[config.mk]
export PLATFORM = sky130hd
export DESIGN_NAME = uart_cmd_responder
export DESIGN_NICKNAME = d
export VERILOG_FILES = /design/src/rtl/uart_resp_pkg.sv /design/src/rtl/uart_resp_regfile.sv /design/src/rtl/uart_cmd_responder.sv
export SDC_FILE = /design/constraint.sdc
export NUM_CORES = 1
export LEC_CHECK = 0
export ABC_AREA = 1
export CORE_ASPECT_RATIO = 0.5
export CORE_MARGIN = 5
export CORE_UTILIZATION = 55
export CTS_CLUSTER_SIZE = 24
export DETAILED_ROUTE_END_ITERATION = 16
export GPL_ROUTABILITY_DRIVEN = 0
export HOLD_SLACK_MARGIN = 0.02
export PLACE_DENSITY = 0.76
export SETUP_SLACK_MARGIN = 0.15
export SYNTH_ARGS = -nofsm -noshare
export SYNTH_HDL_FRONTEND = slang
export SYNTH_HIERARCHICAL = 1
export SYNTH_SLANG_ARGS = --single-unit
[constraint.sdc]
create_clock -name clk -period 10.4 [get_ports clk]
set_clock_uncertainty 0.1 [all_clocks]
set_input_delay 3.12 -clock clk [delete_from_list [all_inputs] [get_ports clk]]
set_output_delay 3.12 -clock clk [all_outputs]
set_load 0.005 [all_outputs]
[src/rtl/uart_resp_pkg.sv]
// Shared state encoding, opcodes and reply bytes for the UART command responder.
package uart_resp_pkg;

  typedef enum logic [2:0] {
    S_IDLE     = 3'd0,
    S_GET_ADDR = 3'd1,
    S_GET_DATA = 3'd2,
    S_EXEC     = 3'd3,
    S_SEND     = 3'd4,
    S_ECHO     = 3'd5
  } state_t;

  localparam logic [7:0] OP_WRITE = 8'h57;
  localparam logic [7:0] OP_READ  = 8'h52;
  localparam logic [7:0] RPL_ACK  = 8'h4B;
  localparam logic [7:0] RPL_ERR  = 8'h3F;

endpackage

[src/rtl/uart_resp_regfile.sv]
// Register file for the command responder: one write port, one async read port.
module uart_resp_regfile #(
  parameter int DBIT   = 8,
  parameter int ADDR_W = 4
) (
  input  logic              clk,
  input  logic              reset,
  input  logic              we,
  input  logic [ADDR_W-1:0] waddr,
  input  logic [DBIT-1:0]   wdata,
  input  logic [ADDR_W-1:0] raddr,
  output logic [DBIT-1:0]   rdata
);

  localparam int unsigned DEPTH = 2 ** ADDR_W;

  logic [DBIT-1:0] mem_q [DEPTH];
  logic [DBIT-1:0] mem_d [DEPTH];

  always_comb begin
    mem_d = mem_q;
    if (we) mem_d[waddr] = wdata;
  end

  always_ff @(posedge clk or posedge reset) begin
    if (reset) begin
      for (int unsigned i = 0; i < DEPTH; i++) mem_q[i] <= '0;
    end else begin
      mem_q <= mem_d;
    end
  end

  assign rdata = mem_q[raddr];

endmodule

[src/rtl/uart_cmd_responder.sv]
// UART command responder: 'W' addr data / 'R' addr protocol over FWFT rx/tx FIFOs.
// Optional echo of every popped byte is enabled by defining UART_RESP_ECHO_EN.
module uart_cmd_responder
  import uart_resp_pkg::*;
#(
  parameter int DBIT   = 8,
  parameter int ADDR_W = 4
) (
  input  logic            clk,
  input  logic            reset,
  input  logic            rx_empty,
  input  logic [DBIT-1:0] r_data,
  output logic            rd_uart,
  input  logic            tx_full,
  output logic [DBIT-1:0] w_data,
  output logic            wr_uart,
  output logic            busy,
  output logic [7:0]      err_cnt
);

  localparam logic [DBIT-1:0] OP_W = DBIT'(OP_WRITE);
  localparam logic [DBIT-1:0] OP_R = DBIT'(OP_READ);

  state_t            state_q, state_d;
  logic [DBIT-1:0]   opcode_q, opcode_d;
  logic [ADDR_W-1:0] addr_q, addr_d;
  logic [DBIT-1:0]   data_q, data_d;
  logic [DBIT-1:0]   w_data_q, w_data_d;
  logic [7:0]        err_cnt_q, err_cnt_d;
  logic              reg_we;
  logic [DBIT-1:0]   reg_rdata;
`ifdef UART_RESP_ECHO_EN
  state_t            ret_q, ret_d;
`endif

  uart_resp_regfile #(
    .DBIT   (DBIT),
    .ADDR_W (ADDR_W)
  ) u_regfile (
    .clk   (clk),
    .reset (reset),
    .we    (reg_we),
    .waddr (addr_q),
    .wdata (data_q),
    .raddr (addr_q),
    .rdata (reg_rdata)
  );

  always_comb begin
    state_d   = state_q;
    opcode_d  = opcode_q;
    addr_d    = addr_q;
    data_d    = data_q;
    w_data_d  = w_data_q;
    err_cnt_d = err_cnt_q;
    rd_uart   = 1'b0;
    wr_uart   = 1'b0;
    reg_we    = 1'b0;
`ifdef UART_RESP_ECHO_EN
    ret_d     = ret_q;
`endif
    case (state_q)
      S_IDLE: if (!rx_empty) begin
        rd_uart  = 1'b1;
        opcode_d = r_data;
        state_d  = (r_data == OP_W || r_data == OP_R) ? S_GET_ADDR : S_EXEC;
      end
      S_GET_ADDR: if (!rx_empty) begin
        rd_uart = 1'b1;
        addr_d  = r_data[ADDR_W-1:0];
        state_d = (opcode_q == OP_W) ? S_GET_DATA : S_EXEC;
      end
      S_GET_DATA: if (!rx_empty) begin
        rd_uart = 1'b1;
        data_d  = r_data;
        state_d = S_EXEC;
      end
      S_EXEC: begin
        if (opcode_q == OP_W) begin
          reg_we   = 1'b1;
          w_data_d = DBIT'(RPL_ACK);
        end else if (opcode_q == OP_R) begin
          w_data_d = reg_rdata;
        end else begin
          w_data_d = DBIT'(RPL_ERR);
          if (err_cnt_q != 8'hFF) err_cnt_d = err_cnt_q + 8'd1;
        end
        state_d = S_SEND;
      end
      S_SEND: if (!tx_full) begin
        wr_uart = 1'b1;
        state_d = S_IDLE;
      end
`ifdef UART_RESP_ECHO_EN
      S_ECHO: if (!tx_full) begin
        wr_uart = 1'b1;
        state_d = ret_q;
      end
`endif
      default: state_d = S_IDLE;
    endcase
`ifdef UART_RESP_ECHO_EN
    // Every pop detours through ECHO; the real next state is parked in ret_q
    // and the popped byte reuses the w_data register as the echo payload.
    if (rd_uart) begin
      ret_d    = state_d;
      state_d  = S_ECHO;
      w_data_d = r_data;
    end
`endif
  end

  always_ff @(posedge clk or posedge reset) begin
    if (reset) begin
      state_q   <= S_IDLE;
      opcode_q  <= '0;
      addr_q    <= '0;
      data_q    <= '0;
      w_data_q  <= '0;
      err_cnt_q <= '0;
`ifdef UART_RESP_ECHO_EN
      ret_q     <= S_IDLE;
`endif
    end else begin
      state_q   <= state_d;
      opcode_q  <= opcode_d;
      addr_q    <= addr_d;
      data_q    <= data_d;
      w_data_q  <= w_data_d;
      err_cnt_q <= err_cnt_d;
`ifdef UART_RESP_ECHO_EN
      ret_q     <= ret_d;
`endif
    end
  end

  assign w_data  = w_data_q;
  assign err_cnt = err_cnt_q;
  assign busy    = (state_q != S_IDLE);

endmodule

Word-level counts from Yosys, hierarchy flattened
Cells that the tools add are included.
{ "totals": {"register_bits": 167, "wordCells": 73, "inputBits": 12} }
{ "op_classes": {"magnitude_cmp": 2, "eq_ne": 13, "n_addsub": 1, "reduce_logical": 10, "n_bitwise": 4, "mux": 21} }
{ "op_table": {"columns": ["cell", "count"], "rows": [
  ["128-bit bitwise mux", 1],
  ["8-bit two-way mux", 5],
  ["8-bit binary-select mux with 4-bit select", 1],
  ["8-bit demux with 4-bit select", 1],
  ["8-bit by 7-bit == test with 1-bit output, second input constant", 4],
  ["3-bit case mux with 5 select lines", 1],
  ["3-bit two-way mux", 4],
  ["8-bit by 1-bit adder with 8-bit output, second input constant", 1],
  ["2-bit != test, second input constant", 4],
  ["8-bit != test, second input constant", 1],
  ["4-bit AND reduction", 2],
  ["1-bit two-way mux", 7],
  ["3-bit by 2-bit == test with 1-bit output, second input constant", 2],
  ["2-bit AND reduction", 3],
  ["5-bit greater-or-equal comparator, second input constant", 1],
  ["5-bit by 1-bit < comparator with 1-bit output, second input constant", 1],
  ["4-bit NOT with 5-bit output", 1],
  ["3-bit by 1-bit == test with 1-bit output, second input constant", 1],
  ["3-bit == test, second input constant", 1],
  ["3-bit zero test", 1],
  ["1-bit NOT", 3],
  ["3-bit nonzero test", 1],
  ["3-bit OR reduction", 1],
  ["2-bit two-way mux", 1],
  ["other kinds (2)", 2]
]} }

Logic depth before layout (Yosys ltp)
Gate-level depths: netlist of the first run.
{ "logic_depth": {"ltp_word": 6, "ltp_mapped": 12, "mapped_depth_nobuf": 10} }

Hierarchy
The synthesis of the first run kept the hierarchy.
{ "modules_own_cells": {"columns": ["mod", "cells_per_inst", "instances", "area_per_inst_um2"], "rows": [
  ["uart_resp_regfile", 843, 1, 6353.6],
  ["uart_cmd_responder", 224, 1, 1939.4]
]} }

Worst setup path after synthesis of the first run
Ideal clock, no wire load.
{ "synth_path": {"path_type": "input to output", "from": "in rx_empty", "to": "out rd_uart", "path_buffers": 0, "t_arrival_ns": 3.411, "path_slack_ns": 3.769, "path_stages": 1, "cell_sequence": "nor3b_1"} }
{ "synth_via": {"elab_chain_cells": 2} }
{ "synth_lines": {"columns": ["element", "line", "source"], "rows": [
  ["start: declaration", "uart_cmd_responder.sv:11", "input logic rx_empty,"],
  ["1-bit two-way mux", "uart_cmd_responder.sv:63, uart_cmd_responder.sv:68, uart_cmd_responder.sv:73", null],
  ["1-bit two-way mux", null, null],
  ["end: declaration", "uart_cmd_responder.sv:13", "output logic rd_uart,"]
]} }
Every way passes these cells.

Worst setup path after layout of the first run
Same ends and word-level chain as after synthesis.

==> flow_metrics.env, run 1 <==
export IMPL_dp_hpwl_mm=12.79
export IMPL_critPathKind="in2out"
export IMPL_syn_nets=1080
export IMPL_drtIter0Drc=667
export IMPL_antenna_found_initial=0
export IMPL_vias=6871
export IMPL_ys_types=33
export IMPL_startpoint_type="primary input"
export IMPL_row_count=31
export IMPL_clk_path_buf_depth=2
export IMPL_die_x_um=183.7
export IMPL_fin_cells=1280
export IMPL_grt_total_usage=0.2337
export IMPL_synthFlopType="dfrtp_1"
export IMPL_portBuffers=30
export IMPL_antenna_cells=0
export IMPL_fillers=1198
export IMPL_leakage_nw=4.348
export IMPL_seqPwrFrac=0.377
export IMPL_postCtsSetupBuffers=0
export IMPL_hold_path_class="reg2reg"
export IMPL_route_detailed_drc=0
export IMPL_worst_slack_ns=2.673
export IMPL_tns_ns=0
export IMPL_p_per_area_nw_per_um2=235.1
export IMPL_seqCellArea_sq_um=4180
export IMPL_pre_cts_slack_ns=2.670
export IMPL_cts_htree_levels=4
export IMPL_ios=31
export IMPL_vias_per_cell=5.368
export IMPL_slew_headroom=0.2955
export IMPL_grt_pass1_vias=6616
export IMPL_hold_viol_final=0
export IMPL_syn_to_final_growth_pct=11.19
export IMPL_synthCells=1067
export IMPL_sw_frac_of_total=0.3927
export IMPL_cts_resized=0
export IMPL_grt_pass1_wl_mm=33.55
export IMPL_rsz0062_at_grt="false"
export IMPL_run_status="finished clean"
export IMPL_clockPowerShare=0.306
export IMPL_arrival_ns=4.51
export IMPL_ys_async_sr_fraction=1.000
export IMPL_worstMarginPinSlew_ns=1.057
export IMPL_finalCritPeriodShare=0.7430
export IMPL_holdWs_ns=0.3841
export IMPL_synth_area_per_cell_sq_um=7.772
export IMPL_root_buffer="clkbuf_16"
export IMPL_vdd_drop_max_mv=0.1339
export IMPL_cts_sinks=167
export IMPL_p_int_w=0.001317
export IMPL_fin_nets=1082
export IMPL_maxSlewViolCount=0
export IMPL_cts_buffers=17
export IMPL_cp_max_fo=4
export IMPL_synth_edf_count=0
export IMPL_switchingPower_w=0.0008512
export IMPL_wl_mm=20.12
export IMPL_post_route_min_period_ns=7.727
export IMPL_cap_viol_max_count=0
export IMPL_seq_area_frac_synth=0.5039
export IMPL_wire_per_inst_um=15.72
export IMPL_synth_area_sq_um=8293
export IMPL_clkSlewWorstSetupHoldPaths_ns=0.07
export IMPL_setup_violations=0
export IMPL_placedCellCount=1248
export IMPL_start_util=0.5671
export IMPL_insertion_delay_ns=0.43
export IMPL_cts_tree="yes"
export IMPL_timing_fmax_mhz=129.4
export IMPL_ys_warn_count=6
export IMPL_core_area_sq_um=14620
export IMPL_hold_buffers=0
export IMPL_drive_above_1_share=0.07856
export IMPL_ant_nets=0
export IMPL_dieHeight_um=96.83
export IMPL_critical_path_required_ns=7.18
export IMPL_ys_seq_elements=167
export IMPL_grt_overflow=0
export IMPL_multi_input_area_sq_um=3207
export IMPL_pwr_share_comb=0.318
export IMPL_end_kind="output pin"
export IMPL_drtPass1Iterations=6
export IMPL_dieArea_sq_um=17780
export IMPL_grt_start_max_net_pins=81
[final cells by class]
class | count | area share
inverters | 165 | 0.06771
clock inverters | 13 | 0.01859
well taps | 198 | 0.02687
clock buffers | 19 | 0.04912
repair buffers | 35 | 0.03664
flip-flops and latches | 167 | 0.4533
multi-input cells | 683 | 0.3478
[metrics by stage]
step                total power (W)  cell area, sq um  utilization
floorplan                  0.001279              8293            -
global placement           0.001482              8597       0.5879
detailed placement         0.001498              8597       0.5879
CTS                        0.002164              9221       0.6306
global route               0.002290              9221       0.6306
finish                     0.002168              9221       0.6306
[synth_stat cells, types with 2 or more instances]
library cell    n  area (sq um)
a21oi_1         3         15.01
buf_2          18         90.09
buf_4           4         30.03
buf_6           7         78.83
clkbuf_1       22         82.58
dfrtp_1       167          4179
inv_1         161         604.3
inv_2           3         11.26
nand2_1       337          1265
nand2_2         5         31.28
nand3_1       119         595.6
nand3_2         3         30.03
nand4_1         2         12.51
nor2_1         19         71.32
nor2_2          2         12.51
nor2_4          7         78.83
nor3_1          3         15.01
nor3_4          2         32.53
nor3b_1         2         15.01
o21ai_0       138         690.7
o21ai_1         2         10.01
o21ai_2        16         140.1
o21bai_1        8         60.06
or2_2           4         25.02
xor2_1          5         43.79
[registers in the layout, summed over array words and instances, names as in the netlist]
signal / count
data_q: 8
w_data: 8
state_q: 3
err_cnt: 8
opcode_q: 8
u_regfile/mem_q: 128
addr_q: 4
[power by group through the flow]
| stage | combinational [W] | sequential, W | clock, W |
|---|---|---|---|
| 2_1_floorplan | 0.000519 | 0.000760 | 0 |
| 3_3_place_gp | 0.000661 | 0.000822 | 0 |
| 3_5_place_dp | 0.000674 | 0.000824 | 0 |
| 4_1_cts | 0.000680 | 0.000812 | 0.000672 |
| 5_1_grt | 0.000763 | 0.000825 | 0.000702 |
| 6_report | 0.000689 | 0.000816 | 0.000663 |
[path summary, 6_finish.rpt]
path | endpoint | start | slack (ns) | cells after the start
setup / recovery | rd_uart | rx_empty | 2.67 | 3
hold / removal | u_regfile/mem_q[117]$_DFFE_PP0P_ | u_regfile/mem_q[117]$_DFFE_PP0P_ | 0.38 | 2
setup reg to reg | w_data[3]$_DFFE_PP0P_ | addr_q[2]$_DFFE_PP0P_ | 7.74 | 6
hold reg to reg | u_regfile/mem_q[117]$_DFFE_PP0P_ | u_regfile/mem_q[117]$_DFFE_PP0P_ | 0.38 | 2
max in group asynchronous | u_regfile/mem_q[6]$_DFFE_PP0P_ | reset | 5.70 | 3
min in group asynchronous | err_cnt[2]$_DFFE_PP0P_ | reset | 2.96 | 2
[kinds of logic (layout without fill, tap and decap cells)]
logic type,after synthesis,after routing,synth area share
fa+ha+maj,1,1,0.001509
simple gates,509,509,0.2684
flops,167,167,0.5039
xor+xnor,6,6,0.006337
compound gates,167,167,0.1104
buf+inv,217,232,0.1094
[critical path, stage by stage]
cell and delay [ns]:
clkdlybuf4s50_1 0.47, nor3b_1 0.34, clkdlybuf4s50_1 0.58
[metal layers]
metal / share of wire / track usage / vias up
met5: 0 / 0 / -
met4: 0.022 / 0.08982 / 0
met3: 0.095 / 0.06672 / 40
met2: 0.43 / 0.3358 / 268
met1: 0.45 / 0.3350 / 3233
li1: - / - / 3330
[cells in the final DEF (no fill, tap or decap), types with 2 or more instances in the layout]
master	n
a21oi_1	3
buf_4	5
bufinv_16	3
clkbuf_16	17
clkbuf_8	2
clkdlybuf4s50_1	30
clkinv_4	3
clkinvlp_4	4
dfrtp_1	166
inv_1	160
inv_2	3
inv_4	2
nand2_1	337
nand2_2	5
nand3_1	119
nand3_2	3
nand4_1	2
nor2_1	19
nor2_2	2
nor2_4	7
nor3_1	3
nor3_4	2
nor3b_1	2
o21ai_0	138
o21ai_1	2
o21ai_2	16
o21bai_1	8
or2_2	4
xor2_1	5
Power figures use the tool's default switching activity.
==> run 2: changes to the inputs <==
==> constraint.sdc (replaced) <==
create_clock -name clk -period 7.8 [get_ports clk]
set_clock_uncertainty 0.1 [all_clocks]
set_input_delay 2.34 -clock clk [delete_from_list [all_inputs] [get_ports clk]]
set_output_delay 2.34 -clock clk [all_outputs]
set_load 0.005 [all_outputs]
==> run 2 against run 1 <==
Effect of this change: critical path depth unchanged; hold slack worse by 0.0014 ns; global-route usage up 0.56 points; cell count about the same; sequential power up 34%; die area unchanged; clock power up 30%; utilization down 0.19 points; flip-flop and latch count unchanged; critical endpoint unchanged; highest routed layer is now met5.
==> flow_metrics.env, run 2 (synthesized netlist as in run 1, its figures left out) <==
export IMPL_placedCellCount=1247
export IMPL_cap_viol_max_count=0
export IMPL_gr_max_usage_layer="met2"
export IMPL_antenna_found_initial=1
export IMPL_grtUsageMet3=0.05922
export IMPL_post_route_min_period_ns=6.172
export IMPL_route_detailed_drc=0
export IMPL_setup_violations=0
export IMPL_hold_buffers=0
export IMPL_dieHeight_um=96.83
export IMPL_final_common_cell="nand2_1"
export IMPL_hold_path_class="reg2reg"
export IMPL_critical_path_required_ns=5.36
export IMPL_worstMarginPinSlew_ns=1.283
export IMPL_min_path_cells=2
export IMPL_cts_htree_levels=4
export IMPL_grt_pass1_vias=6607
export IMPL_drtPass1Iterations=6
export IMPL_row_count=31
export IMPL_regMostFlops="u_regfile/mem_q"
export IMPL_dp_hpwl_mm=12.76
export IMPL_start_util=0.5671
export IMPL_grt_pass1_wl_mm=34.30
export IMPL_use_met2=0.3572
export IMPL_drive_above_1_share=0.07586
export IMPL_root_buffer="clkbuf_16"
export IMPL_clkSlewWorstSetupHoldPaths_ns=0.07
export IMPL_final_cell_mix="nand2_1, dfrtp_1, inv_1, o21ai_0, nand3_1"
export IMPL_final_area_sq_um=9194
export IMPL_cts_sinks=167
export IMPL_rsz0062_at_grt="false"
export IMPL_fin_nets=1081
export IMPL_vias_per_cell=5.402
export IMPL_antenna_cells=0
export IMPL_finalCritPeriodShare=0.7912
export IMPL_grt_total_usage=0.2393
export IMPL_timing_fmax_mhz=162.0
export IMPL_ios=31
export IMPL_ant_nets=0
export IMPL_insertion_delay_ns=0.42
export IMPL_grt_overflow=0
export IMPL_dieArea_sq_um=17780
export IMPL_core_area_sq_um=14620
export IMPL_worst_r2r_endpoint="w_data[3]$_DFFE_PP0P_"
export IMPL_wire_per_inst_um=16.07
export IMPL_leakage_nw=4.326
export IMPL_fin_cells=1279
export IMPL_largest_reg_flops=128
export IMPL_postCtsSetupBuffers=0
export IMPL_utilization=0.6287
export IMPL_clk_path_buf_depth=2
export IMPL_place_area_sq_um=8589
export IMPL_cts_buffers=17
export IMPL_grt_start_max_net_pins=82
export IMPL_r2r_cells=6
export IMPL_startpoint_type="primary input"
export IMPL_end_kind="output pin"
export IMPL_p_per_area_nw_per_um2=313.4
export IMPL_critPathKind="in2out"
export IMPL_drtIter0Drc=753
export IMPL_worst_slack_ns=1.628
export IMPL_cp_max_fo=4
export IMPL_wl_mm=20.56
export IMPL_vias=6909
export IMPL_die_x_um=183.7
export IMPL_tns_ns=0
export IMPL_hold_viol_final=0
export IMPL_use_met1=0.3492
export IMPL_pre_cts_slack_ns=1.646
export IMPL_cts_tree="yes"
export IMPL_worstHoldStart="opcode_q[7]$_DFFE_PP0P_"
export IMPL_slew_headroom=0.1434
export IMPL_cts_resized=0
export IMPL_arrival_ns=3.73
export IMPL_whs_endpoint="opcode_q[7]$_DFFE_PP0P_"
export IMPL_portBuffers=30
export IMPL_maxSlewViolCount=0
export IMPL_syn_to_final_growth_pct=10.86
export IMPL_run_status="finished clean"
export IMPL_r2r_slack_ns=5.14
export IMPL_vdd_drop_max_mv=0.2373
export IMPL_r2r_start="addr_q[2]$_DFFE_PP0P_"
run 2: cell count changes in the layout (fill, tap and decap cells not counted), sizes merged:
cell	before	now
inv	167	168
buf	5	4
clkinv	4	2
clkinvlp	4	5
run 2: worst max-delay path, stage by stage:
cell	delay [ns]
clkdlybuf4s50_1	0.46
nor3b_1	0.35
clkdlybuf4s50_1	0.58
run 2: metal layers:
| metal | up-vias | wire (um) | share of wire |
|---|---|---|---|
| met2 | 291 | 9156 | 0.45 |
| met4 | 2 | 251 | 0.012 |
| met5 | - | 12 | 0.00058 |
| met3 | 26 | 1711 | 0.083 |
| li1 | 3327 | - | - |
| met1 | 3263 | 9423 | 0.46 |
run 2: worst max-delay path by stage:
stage              from                             end  cells past startpoint
2_1_floorplan     reset  u_regfile/mem_q[0]$_DFFE_PP0P_                      1
3_3_place_gp   rx_empty                         rd_uart                      3
3_5_place_dp   rx_empty                         rd_uart                      3
4_1_cts        rx_empty                         rd_uart                      3
5_1_grt        rx_empty                         rd_uart                      3
6_report       rx_empty                         rd_uart                      3
run 2: per-stage QoR:
step	total power (W)	hold WS, ns
2_1_floorplan	0.001705	0.3451
3_3_place_gp	0.001982	0.3627
3_5_place_dp	0.002002	0.3680
4_1_cts	0.002867	0.3855
5_1_grt	0.003045	0.3966
6_report	0.002882	0.3827
run 2: cell type report:
type | instances | area [sq um]
Clock buffer | 19 | 432.9
Clock inverter | 13 | 171.4
Fill cell | 1195 | 5429
Inverter | 165 | 624.3
Multi-Input combinational cell | 683 | 3207
Sequential cell | 167 | 4180
Tap cell | 198 | 247.7
Timing Repair Buffer | 34 | 330.3
run 2: power by group:
group | switching [W] | leakage [nW] | internal [W]
Sequential | 0.000148 | 2.27 | 0.000940
Clock | 0.000356 | 0.277 | 0.000508
Combinational | 0.000642 | 1.78 | 0.000287
==> run 3: changes to the inputs <==
--- a/config.mk
+++ b/config.mk
@@ -13,7 +13,7 @@
 export DETAILED_ROUTE_END_ITERATION = 16
 export GPL_ROUTABILITY_DRIVEN = 0
 export HOLD_SLACK_MARGIN = 0.02
-export PLACE_DENSITY = 0.76
+export PLACE_DENSITY = 0.79
 export SETUP_SLACK_MARGIN = 0.15
 export SYNTH_ARGS = -nofsm -noshare
 export SYNTH_HDL_FRONTEND = slang
==> constraint.sdc (replaced) <==
create_clock -name clk -period 5 [get_ports clk]
set_clock_uncertainty 0.1 [all_clocks]
set_input_delay 1.5 -clock clk [delete_from_list [all_inputs] [get_ports clk]]
set_output_delay 1.5 -clock clk [all_outputs]
set_load 0.005 [all_outputs]
==> run 3 against run 2 <==
Effect of this change: critical endpoint unchanged; power up 54%; non-clock buffer count rose by 2; register-to-register slack got worse by 2.8 ns; highest routed layer is now met4.
==> flow_metrics.env, run 3 (synthesized netlist as in run 1, its figures left out) <==
export IMPL_dieHeight_um=96.83
export IMPL_clkSlewWorstSetupHoldPaths_ns=0.06
export IMPL_row_count=31
export IMPL_antenna_cells=0
export IMPL_critical_path_required_ns=3.40
export IMPL_worst_slack_ns=0.5323
export IMPL_fin_nets=1083
export IMPL_worstMarginPinSlew_ns=1.257
export IMPL_critPathKind="in2out"
export IMPL_power_w=0.004435
export IMPL_tns_ns=0
export IMPL_crit_path_frequent_cell="clkdlybuf4s50_1"
export IMPL_cp_slowest_cell="clkdlybuf4s50_1"
export IMPL_final_cell_mix="nand2_1, dfrtp_1, inv_1, o21ai_0, nand3_1"
export IMPL_cts_tree="yes"
export IMPL_grt_overflow=0
export IMPL_cts_resized=0
export IMPL_clk_path_buf_depth=2
export IMPL_dieArea_sq_um=17780
export IMPL_pre_cts_slack_ns=0.5322
export IMPL_rsz0062_at_grt="false"
export IMPL_cap_viol_max_count=0
export IMPL_final_common_cell="nand2_1"
export IMPL_post_route_min_period_ns=4.468
export IMPL_hold_viol_final=0
export IMPL_grt_total_usage=0.2400
export IMPL_setup_violations=0
export IMPL_cts_htree_levels=4
export IMPL_cpPeakStageDelay_ns=0.57
export IMPL_cts_sinks=167
export IMPL_startpoint_type="primary input"
export IMPL_ios=31
export IMPL_vias=7088
export IMPL_cp_depth=3
export IMPL_root_buffer="clkbuf_16"
export IMPL_wire_per_inst_um=16.18
export IMPL_postCtsSetupBuffers=0
export IMPL_holdWs_ns=0.3858
export IMPL_r2r_cells=8
export IMPL_leakage_nw=4.337
export IMPL_wl_mm=20.72
export IMPL_worst_path_buf_inv=2
export IMPL_syn_to_final_growth_pct=11.03
export IMPL_maxSlewViolCount=0
export IMPL_vias_per_cell=5.533
export IMPL_dp_hpwl_mm=12.91
export IMPL_fillers=1182
export IMPL_largest_reg_flops=128
export IMPL_min_path_cells=2
export IMPL_drtIter0Drc=866
export IMPL_ant_nets=0
export IMPL_start_util=0.5671
export IMPL_core_area_sq_um=14620
export IMPL_hold_path_class="reg2reg"
export IMPL_hold_buffers=0
export IMPL_critPathTopFamily="buffers and inverters"
export IMPL_finalCritPeriodShare=0.8935
export IMPL_cts_buffers=17
export IMPL_route_detailed_drc=0
export IMPL_regMostFlops="u_regfile/mem_q"
export IMPL_arrival_ns=2.87
export IMPL_insertion_delay_ns=0.42
export IMPL_drive_above_1_share=0.07941
export IMPL_r2r_slack_ns=2.32
export IMPL_p_per_area_nw_per_um2=481.7
export IMPL_grt_pass1_vias=6798
export IMPL_antenna_found_initial=0
export IMPL_timing_fmax_mhz=223.8
export IMPL_cp_max_fo=4
export IMPL_run_status="finished clean"
export IMPL_slew_headroom=0.1610
export IMPL_vdd_drop_max_mv=0.3207
export IMPL_end_kind="output pin"
export IMPL_grt_pass1_wl_mm=34.47
export IMPL_path_cells="clkdlybuf4s50_1 > nor3b_1 > clkdlybuf4s50_1"
export IMPL_drtPass1Iterations=6
export IMPL_portBuffers=30
export IMPL_grt_start_max_net_pins=55
export IMPL_die_x_um=183.7
## run 3: cell count changes in the layout (fill, tap and decap cells not counted)
cell and change:
inv_6 +3, bufinv_16 -2, clkbuf_1 -2, clkinv_8 +2
buf_12 +1, buf_4 +1, clkinv_4 +1, clkinvlp_4 -1
inv_4 -1
## run 3: report_power, final
| group | switching (W) | total, W | internal, W | leakage (nW) |
|---|---|---|---|---|
| Clock | 0.000595 | 0.00130 | 0.000706 | 0.277 |
| Sequential | 0.000268 | 0.00173 | 0.00147 | 2.27 |
| Combinational | 0.000952 | 0.00140 | 0.000449 | 1.79 |
| Total | 0.00181 | 0.00444 | 0.00262 | 4.34 |
## run 3: per-stage QoR
step	cell area [sq um]	util	std cells
6_report	9208	0.6297	1281
5_1_grt	9208	0.6297	1281
4_1_cts	9208	0.6297	1281
3_5_place_dp	8618	0.5894	1249
3_3_place_gp	8618	0.5894	1249
2_1_floorplan	8297	-	1067
## run 3: worst reg2reg max path, stage by stage, from the launching register on
cell	delay, ns
dfrtp_2	0.66
inv_2	0.90
nand2_1	0.15
nand3_1	0.12
nand3_1	0.09
nand3_1	0.19
nand2_1	0.15
nor2_1	0.13
a21oi_1	0.07
## run 3: final timing paths
path                                                        end                             from
worst min register to register  u_regfile/mem_q[24]$_DFFE_PP0P_  u_regfile/mem_q[24]$_DFFE_PP0P_
worst max register to register            w_data[0]$_DFFE_PP0P_            addr_q[0]$_DFFE_PP0P_
min in group asynchronous        u_regfile/mem_q[9]$_DFFE_PP0P_                            reset
worst max-delay path                                    rd_uart                         rx_empty
max in group asynchronous                 addr_q[0]$_DFFE_PP0P_                            reset
worst min-delay path            u_regfile/mem_q[24]$_DFFE_PP0P_  u_regfile/mem_q[24]$_DFFE_PP0P_
## run 3: cell type report
cell class	instances	area (sq um)	share of cell area
inverters	165	625.6	0.06794
well taps	198	247.7	0.02691
clock inverters	15	163.9	0.01780
repair buffers	36	357.8	0.03886
flip-flops and latches	167	4180	0.4540
multi-input cells	683	3207	0.3483
clock buffers	17	425.4	0.04620
## run 3: per-layer routing
metal | up-vias | global-route usage | wire length (um)
met1 | 3376 | 0.3422 | 9017
met4 | 0 | 0.08467 | 400
li1 | 3340 | - | -
met2 | 336 | 0.3476 | 9127
met3 | 36 | 0.07271 | 2178
met5 | - | 0 | 0
